File: config.mk
export PLATFORM = sky130hd
export DESIGN_NAME = id_ex_stage_reg
export DESIGN_NICKNAME = d
export VERILOG_FILES = /design/src/rtl/id_ex_stage_reg.sv
export SDC_FILE = /design/constraint.sdc
export NUM_CORES = 1
export LEC_CHECK = 0
export ABC_AREA = 1
export ABC_CLOCK_PERIOD_IN_PS = 7700
export BUFFER_PORTS_ARGS = -buffer_cell sky130_fd_sc_hd__buf_4
export CORE_UTILIZATION = 40
export DETAILED_ROUTE_END_ITERATION = 10
export PLACE_DENSITY_LB_ADDON = 0.1
export SYNTH_ARGS = -nofsm -noshare
export SYNTH_HDL_FRONTEND = slang
export SYNTH_SLANG_ARGS = --single-unit
File: constraint.sdc
create_clock -name clk -period 7.7 [get_ports clk]
set_input_delay 0.385 -clock clk [delete_from_list [all_inputs] [get_ports clk]]
set_output_delay 0.385 -clock clk [all_outputs]
set_load 0.02 [all_outputs]
File: src/rtl/id_ex_stage_reg.sv
// ID/EX pipeline register with load-use hazard detection and bubble insertion.
// Define ID_EX_STALL_CNT_EN to build the saturating load-use stall counter.
module id_ex_stage_reg #(
    parameter int unsigned DATA_W = 32
) (
    input  logic              clk,
    input  logic              rst,

    input  logic              id_valid,
    input  logic [4:0]        id_rs,
    input  logic [4:0]        id_rt,
    input  logic [4:0]        id_rd,
    input  logic [DATA_W-1:0] id_rs_data,
    input  logic [DATA_W-1:0] id_rt_data,
    input  logic [DATA_W-1:0] id_imm,
    input  logic              id_reg_write,
    input  logic              id_mem_read,
    input  logic              id_mem_write,
    input  logic              id_mem_to_reg,
    input  logic              id_alu_src,
    input  logic              id_reg_dst,
    input  logic [3:0]        id_alu_op,
    input  logic              id_uses_rt,
    input  logic              flush,

    output logic              stall,
    output logic              ex_valid,
    output logic [4:0]        ID_EX_RegisterRs,
    output logic [4:0]        ID_EX_RegisterRt,
    output logic [4:0]        ex_dest,
    output logic [DATA_W-1:0] ex_rs_data,
    output logic [DATA_W-1:0] ex_rt_data,
    output logic [DATA_W-1:0] ex_imm,
    output logic              ex_reg_write,
    output logic              ex_mem_read,
    output logic              ex_mem_write,
    output logic              ex_mem_to_reg,
    output logic              ex_alu_src,
    output logic [3:0]        ex_alu_op,
    output logic [31:0]       stall_count
);

    logic              validQ;
    logic [4:0]        rsQ, rtQ, destQ;
    logic [DATA_W-1:0] rsDataQ, rtDataQ, immQ;
    logic              regWriteQ, memReadQ, memWriteQ, memToRegQ, aluSrcQ;
    logic [3:0]        aluOpQ;

    logic hazard;
    logic bubble;

    // Register 0 is hardwired, so a load targeting it never creates a dependency.
    always_comb begin
        hazard = validQ && memReadQ && (destQ != 5'd0) && id_valid &&
                 ((destQ == id_rs) || (id_uses_rt && (destQ == id_rt)));
    end

    assign stall  = hazard && !flush;
    assign bubble = flush || stall || !id_valid;

    always_ff @(posedge clk or posedge rst) begin
        if (rst) begin
            validQ    <= 1'b0;
            rsQ       <= '0;
            rtQ       <= '0;
            destQ     <= '0;
            rsDataQ   <= '0;
            rtDataQ   <= '0;
            immQ      <= '0;
            regWriteQ <= 1'b0;
            memReadQ  <= 1'b0;
            memWriteQ <= 1'b0;
            memToRegQ <= 1'b0;
            aluSrcQ   <= 1'b0;
            aluOpQ    <= '0;
        end else if (bubble) begin
            validQ    <= 1'b0;
            rsQ       <= '0;
            rtQ       <= '0;
            destQ     <= '0;
            rsDataQ   <= '0;
            rtDataQ   <= '0;
            immQ      <= '0;
            regWriteQ <= 1'b0;
            memReadQ  <= 1'b0;
            memWriteQ <= 1'b0;
            memToRegQ <= 1'b0;
            aluSrcQ   <= 1'b0;
            aluOpQ    <= '0;
        end else begin
            validQ    <= 1'b1;
            rsQ       <= id_rs;
            rtQ       <= id_rt;
            destQ     <= id_reg_dst ? id_rd : id_rt;
            rsDataQ   <= id_rs_data;
            rtDataQ   <= id_rt_data;
            immQ      <= id_imm;
            regWriteQ <= id_reg_write;
            memReadQ  <= id_mem_read;
            memWriteQ <= id_mem_write;
            memToRegQ <= id_mem_to_reg;
            aluSrcQ   <= id_alu_src;
            aluOpQ    <= id_alu_op;
        end
    end

    assign ex_valid         = validQ;
    assign ID_EX_RegisterRs = rsQ;
    assign ID_EX_RegisterRt = rtQ;
    assign ex_dest          = destQ;
    assign ex_rs_data       = rsDataQ;
    assign ex_rt_data       = rtDataQ;
    assign ex_imm           = immQ;
    // State-changing controls are qualified so a bubble can never write.
    assign ex_reg_write     = validQ && regWriteQ;
    assign ex_mem_read      = validQ && memReadQ;
    assign ex_mem_write     = validQ && memWriteQ;
    assign ex_mem_to_reg    = memToRegQ;
    assign ex_alu_src       = aluSrcQ;
    assign ex_alu_op        = aluOpQ;

`ifdef ID_EX_STALL_CNT_EN
    logic [31:0] stallCountQ;

    always_ff @(posedge clk or posedge rst) begin
        if (rst) begin
            stallCountQ <= '0;
        end else if (stall && (stallCountQ != 32'hFFFF_FFFF)) begin
            stallCountQ <= stallCountQ + 32'd1;
        end
    end

    assign stall_count = stallCountQ;
`else
    assign stall_count = '0;
`endif

endmodule

Word-level counts from Yosys, hierarchy flattened
Cells that the tools add are included.
Widths: inputs -> output; s select.
{ "word_totals": {"mem_bits_ro": 0, "mem_count": 0, "latch_bits": 0, "regBits": 121, "elab_cells": 43, "in_bits": 126, "ram_bits": 0} }
{ "classes": {"div": 0, "shift": 0, "muxes": 14, "multipliers": 0, "n_lt_le_gt_ge": 0, "bitwise": 0, "eq_ne": 2, "n_addsub": 0, "reduce_logical": 14} }
{ "ops": {"columns": ["operator", "count"], "rows": [
  ["$mux 32", 3],
  ["$mux 5", 4],
  ["$eq 5x5->1", 2],
  ["$logic_and 1x1->1", 8],
  ["$mux 1", 6],
  ["$reduce_bool 5->1", 1],
  ["$mux 4", 1],
  ["$logic_or 1x1->1", 3],
  ["$logic_not 1->1", 2]
]} }

Depth between registers and ports, before layout
{ "logic_depth": {"depth_word": 8, "ltp_mapped": 11} }

Worst setup path after synthesis
No wires, ideal clock.
{ "synth_path": {"kind": "register to output", "startpoint": "register destQ[1], in the netlist ex_dest[1]", "endpoint": "output stall", "path_slack_ns": 6.100, "path_stages_with_launch": 9, "t_arrival_ns": 1.215, "path_cell_list": "dfrtp_1 inv_1 nand2_1 nand2_1 nor2_1 nand3_1 nand2_1 nand2_1 nor2_1"} }
{ "synth_via": {"elab_chain_len": 5} }
{ "synth_lines": {"columns": ["element", "line", "source"], "rows": [
  ["start, declared", "44", "logic [4:0] rsQ, rtQ, destQ;"],
  ["start signal, assigned", "94", "destQ <= id_reg_dst ? id_rd : id_rt;"],
  ["$eq 5x5->1 or $reduce_bool 5->1 (tied branches)", "55, 54", null],
  ["$logic_and 1x1->1 (on tied branches)", "55, 54", null],
  ["$logic_or 1x1->1 or $logic_and 1x1->1 (tied branches)", "55, 54", null],
  ["$logic_and 1x1->1 *", "54", "hazard = validQ && memReadQ && (destQ != 5'd0) && id_valid &&"],
  ["$logic_and 1x1->1 *", "58", "assign stall = hazard && !flush;"],
  ["end, declared", "26", "output logic stall,"]
]} }
Every way passes the cells marked *; elsewhere a longest branch is shown, timed or not.

Final worst setup path
{ "layout_path": {"startpoint": "register destQ[1], in the netlist ex_dest[1]", "endpoint": "register immQ[14], in the netlist ex_imm[14]"} }
{ "layout_via": {"elab_chain_len": 8} }
{ "layout_lines": {"columns": ["element", "line", "source"], "rows": [
  ["$eq 5x5->1 or $reduce_bool 5->1 (tied branches)", "55, 54", null],
  ["$logic_and 1x1->1 (on tied branches)", "55, 54", null],
  ["$logic_or 1x1->1 or $logic_and 1x1->1 (tied branches)", "55, 54", null],
  ["$logic_and 1x1->1 *", "54", null],
  ["$logic_and 1x1->1 *", "58", null],
  ["$logic_or 1x1->1 * (2 in series)", "59", "assign bubble = flush || stall || !id_valid;"],
  ["$mux 32 *", "76", "end else if (bubble) begin"],
  ["end signal, assigned", "97", "immQ <= id_imm;"],
  ["end, declared", "45", "logic [DATA_W-1:0] rsDataQ, rtDataQ, immQ;"]
]} }
Marked as above.

==> qor.yml <==
skew_ps: 5.88
period_share_pct: 30.7
reg2reg_slack_ps: 5340
grt_first_pass_wirelength_um: 17000
placed_area_um2: 6360
relSlewSlack_pct: 33.7
grt_overflow: 0
final_hold_viol_count: 0
post-cts-setup-buffers: 0
diodes: 0
reg2reg_to: "ex_imm[14]$_DFF_PP0_"
drv_slew: 0
setup_viol: 0
tightest_slew_ps: 994
path_max_fanout: 87
place_congestion: 0.847
status: "completed"
cts.sinks: 121
syn_area_um2: 4560
fin_util_pct: 63.3
max_cap_viol_count: 0
drc_errors: 0
synth_area_per_cell_um2: 9.68
cts_tree: "done"
cts.clk_slew.worst_paths_ps: 50
die_height_um: 109
power.leakage_nw: 4.33
p_total_mw: 1.65
drt_iter0_drc: 112
die_w_um: 109
cts_buffers: 17
clk_path_buf_depth: 2
synth_seq_cells: 121
synth.area.top_cells: "dfrtp_1 (66%), nor2_1 (11%), inv_1 (9.9%), buf_4 (5.4%), nand2_1 (2.6%)"
nets: 850
wl_per_cell_um: 12.8
synth.top_cell.area_share_pct: 66.4
portBuffers: 247
worstSetupEndpointType: "flip-flop"
rsz0062_at_grt: "false"
coreArea_um2: 11000
syn_inst: 471
num_rows: 38
cts_root_buffer: "clkbuf_16"
start_util_pct: 41.5
layout-drive-gt1-share_pct: 39.0
synthDistinctLibCells: 16
postCtsResizedCells: 0
hold_class: "in2async"
min_period_ps: 2360
track_usage_pct: 19.5
synth_edf_count: 0
grt_max_degree: 88
yosysMostFrequentCell: "nor2_1"
areaGrowthSynthToFinish_pct: 52.4
setup_tns_ps: 0
synth-main-ff-cell: "dfrtp_1"
hpwl_um: 8220
yosysTopAreaCell: "dfrtp_1"
h-tree-depth: 4
dieArea_um2: 11800
grt_pass1_vias: 3483
critical_path_class: "reg2reg"
vias: 3561
synth_commonest_cells: "nor2_1 (134), dfrtp_1 (121), inv_1 (120)"
via_per_inst: 4.07
synth-async-reset-ratio_pct: 100
arrival_ps: 2610
reg2regPathDepth: 10
ant_nets: 0
hold_buffers: 0
antenna_found_initial: 0
startpoint_type: "flip-flop"
yosysSeqAreaShare_pct: 66.4
fmax_mhz: 423
yosysWarnings: 0
drtPass1Iterations: 4
ios: 280
fin_area_um2: 6950
clock_latency_ps: 410
pwr_density_cell_nw_per_um2: 237
drt_wl_total_um: 11100
ir_drop_mv: 0.146
required_ps: 7940
r2r_start: "ex_dest[1]$_DFF_PP0_"
==> logic make-up after synthesis <==
kind of cell	synth area share [%]
buffers and inverters	18.6
AO/OA/AOI/OAI	0.549
AND/OR/NAND/NOR	14.2
XOR/XNOR	0.192
other	0.0822
flip-flops	66.4
==> how the worst max path moves through the flow <==
stage	start	endpoint	slack, ps
final	ex_dest[1]$_DFF_PP0_	ex_imm[14]$_DFF_PP0_	5340
after global routing	ex_dest[4]$_DFF_PP0_	ex_imm[14]$_DFF_PP0_	5080
after CTS	ex_dest[4]$_DFF_PP0_	ex_imm[14]$_DFF_PP0_	5340
after detailed placement	id_rs[1]	ex_rt_data[10]$_DFF_PP0_	5320
after global placement	id_rt[1]	ID_EX_RegisterRt[1]$_DFF_PP0_	5350
after floorplan	rst	ID_EX_RegisterRs[0]$_DFF_PP0_	4100
==> worst max-delay path: stages, from the launching register on <==
cell     delay [ps]
dfrtp_1         390
inv_1            90
nand2_1          70
nand2_1          50
nor2_1           90
nand3_1          80
nand2_1          60
nand2_1         100
nand2_4         320
buf_4           730
nor2_1          110
==> cell usage in the layout (no fill, tap or decap), types with 3 or more instances in the layout <==
cell type,n
inv_1,119
nand3_1,3
inv_2,7
nand2_1,31
nor2_1,134
buf_4,249
dfrtp_1,121
clkbuf_8,3
bufinv_16,3
conb_1,32
clkinv_2,3
clkbuf_16,17
a21oi_1,5
==> power breakdown <==
part           total [mW]  internal (mW)  switching, mW  leakage, nW
clock network       0.785          0.527          0.258        0.291
registers           0.670          0.661        0.00861         1.63
logic               0.193         0.0842          0.109         2.41
total                1.65           1.27          0.376         4.33
==> final cells by class <==
class / instances / area [um2]
tap: 140 / 175
clock buffer: 21 / 470
fill: 946 / 4030
multi-input combinational: 208 / 806
inverter: 127 / 479
clock inverter: 8 / 121
sequential: 121 / 3030
timing repair buffer: 249 / 1870
==> layer usage <==
layer | up-vias | GRT usage, % | wire [um]
met5 | - | 0 | 0
met4 | 0 | 8.69 | 187
met3 | 13 | 7.05 | 1000
met2 | 181 | 34.9 | 5980
met1 | 1629 | 20.5 | 3980
li1 | 1738 | - | -
==> stage by stage <==
stage	worst slack [ps]	std cells	hold slack [ps]
2_1_floorplan	4100	502	491
6_report	5340	874	19.6
3_3_place_gp	5350	845	461
5_1_grt	5080	874	46.8
3_5_place_dp	5320	845	464
4_1_cts	5340	874	27.3
No activity file was read; power rests on OpenSTA's default activity.
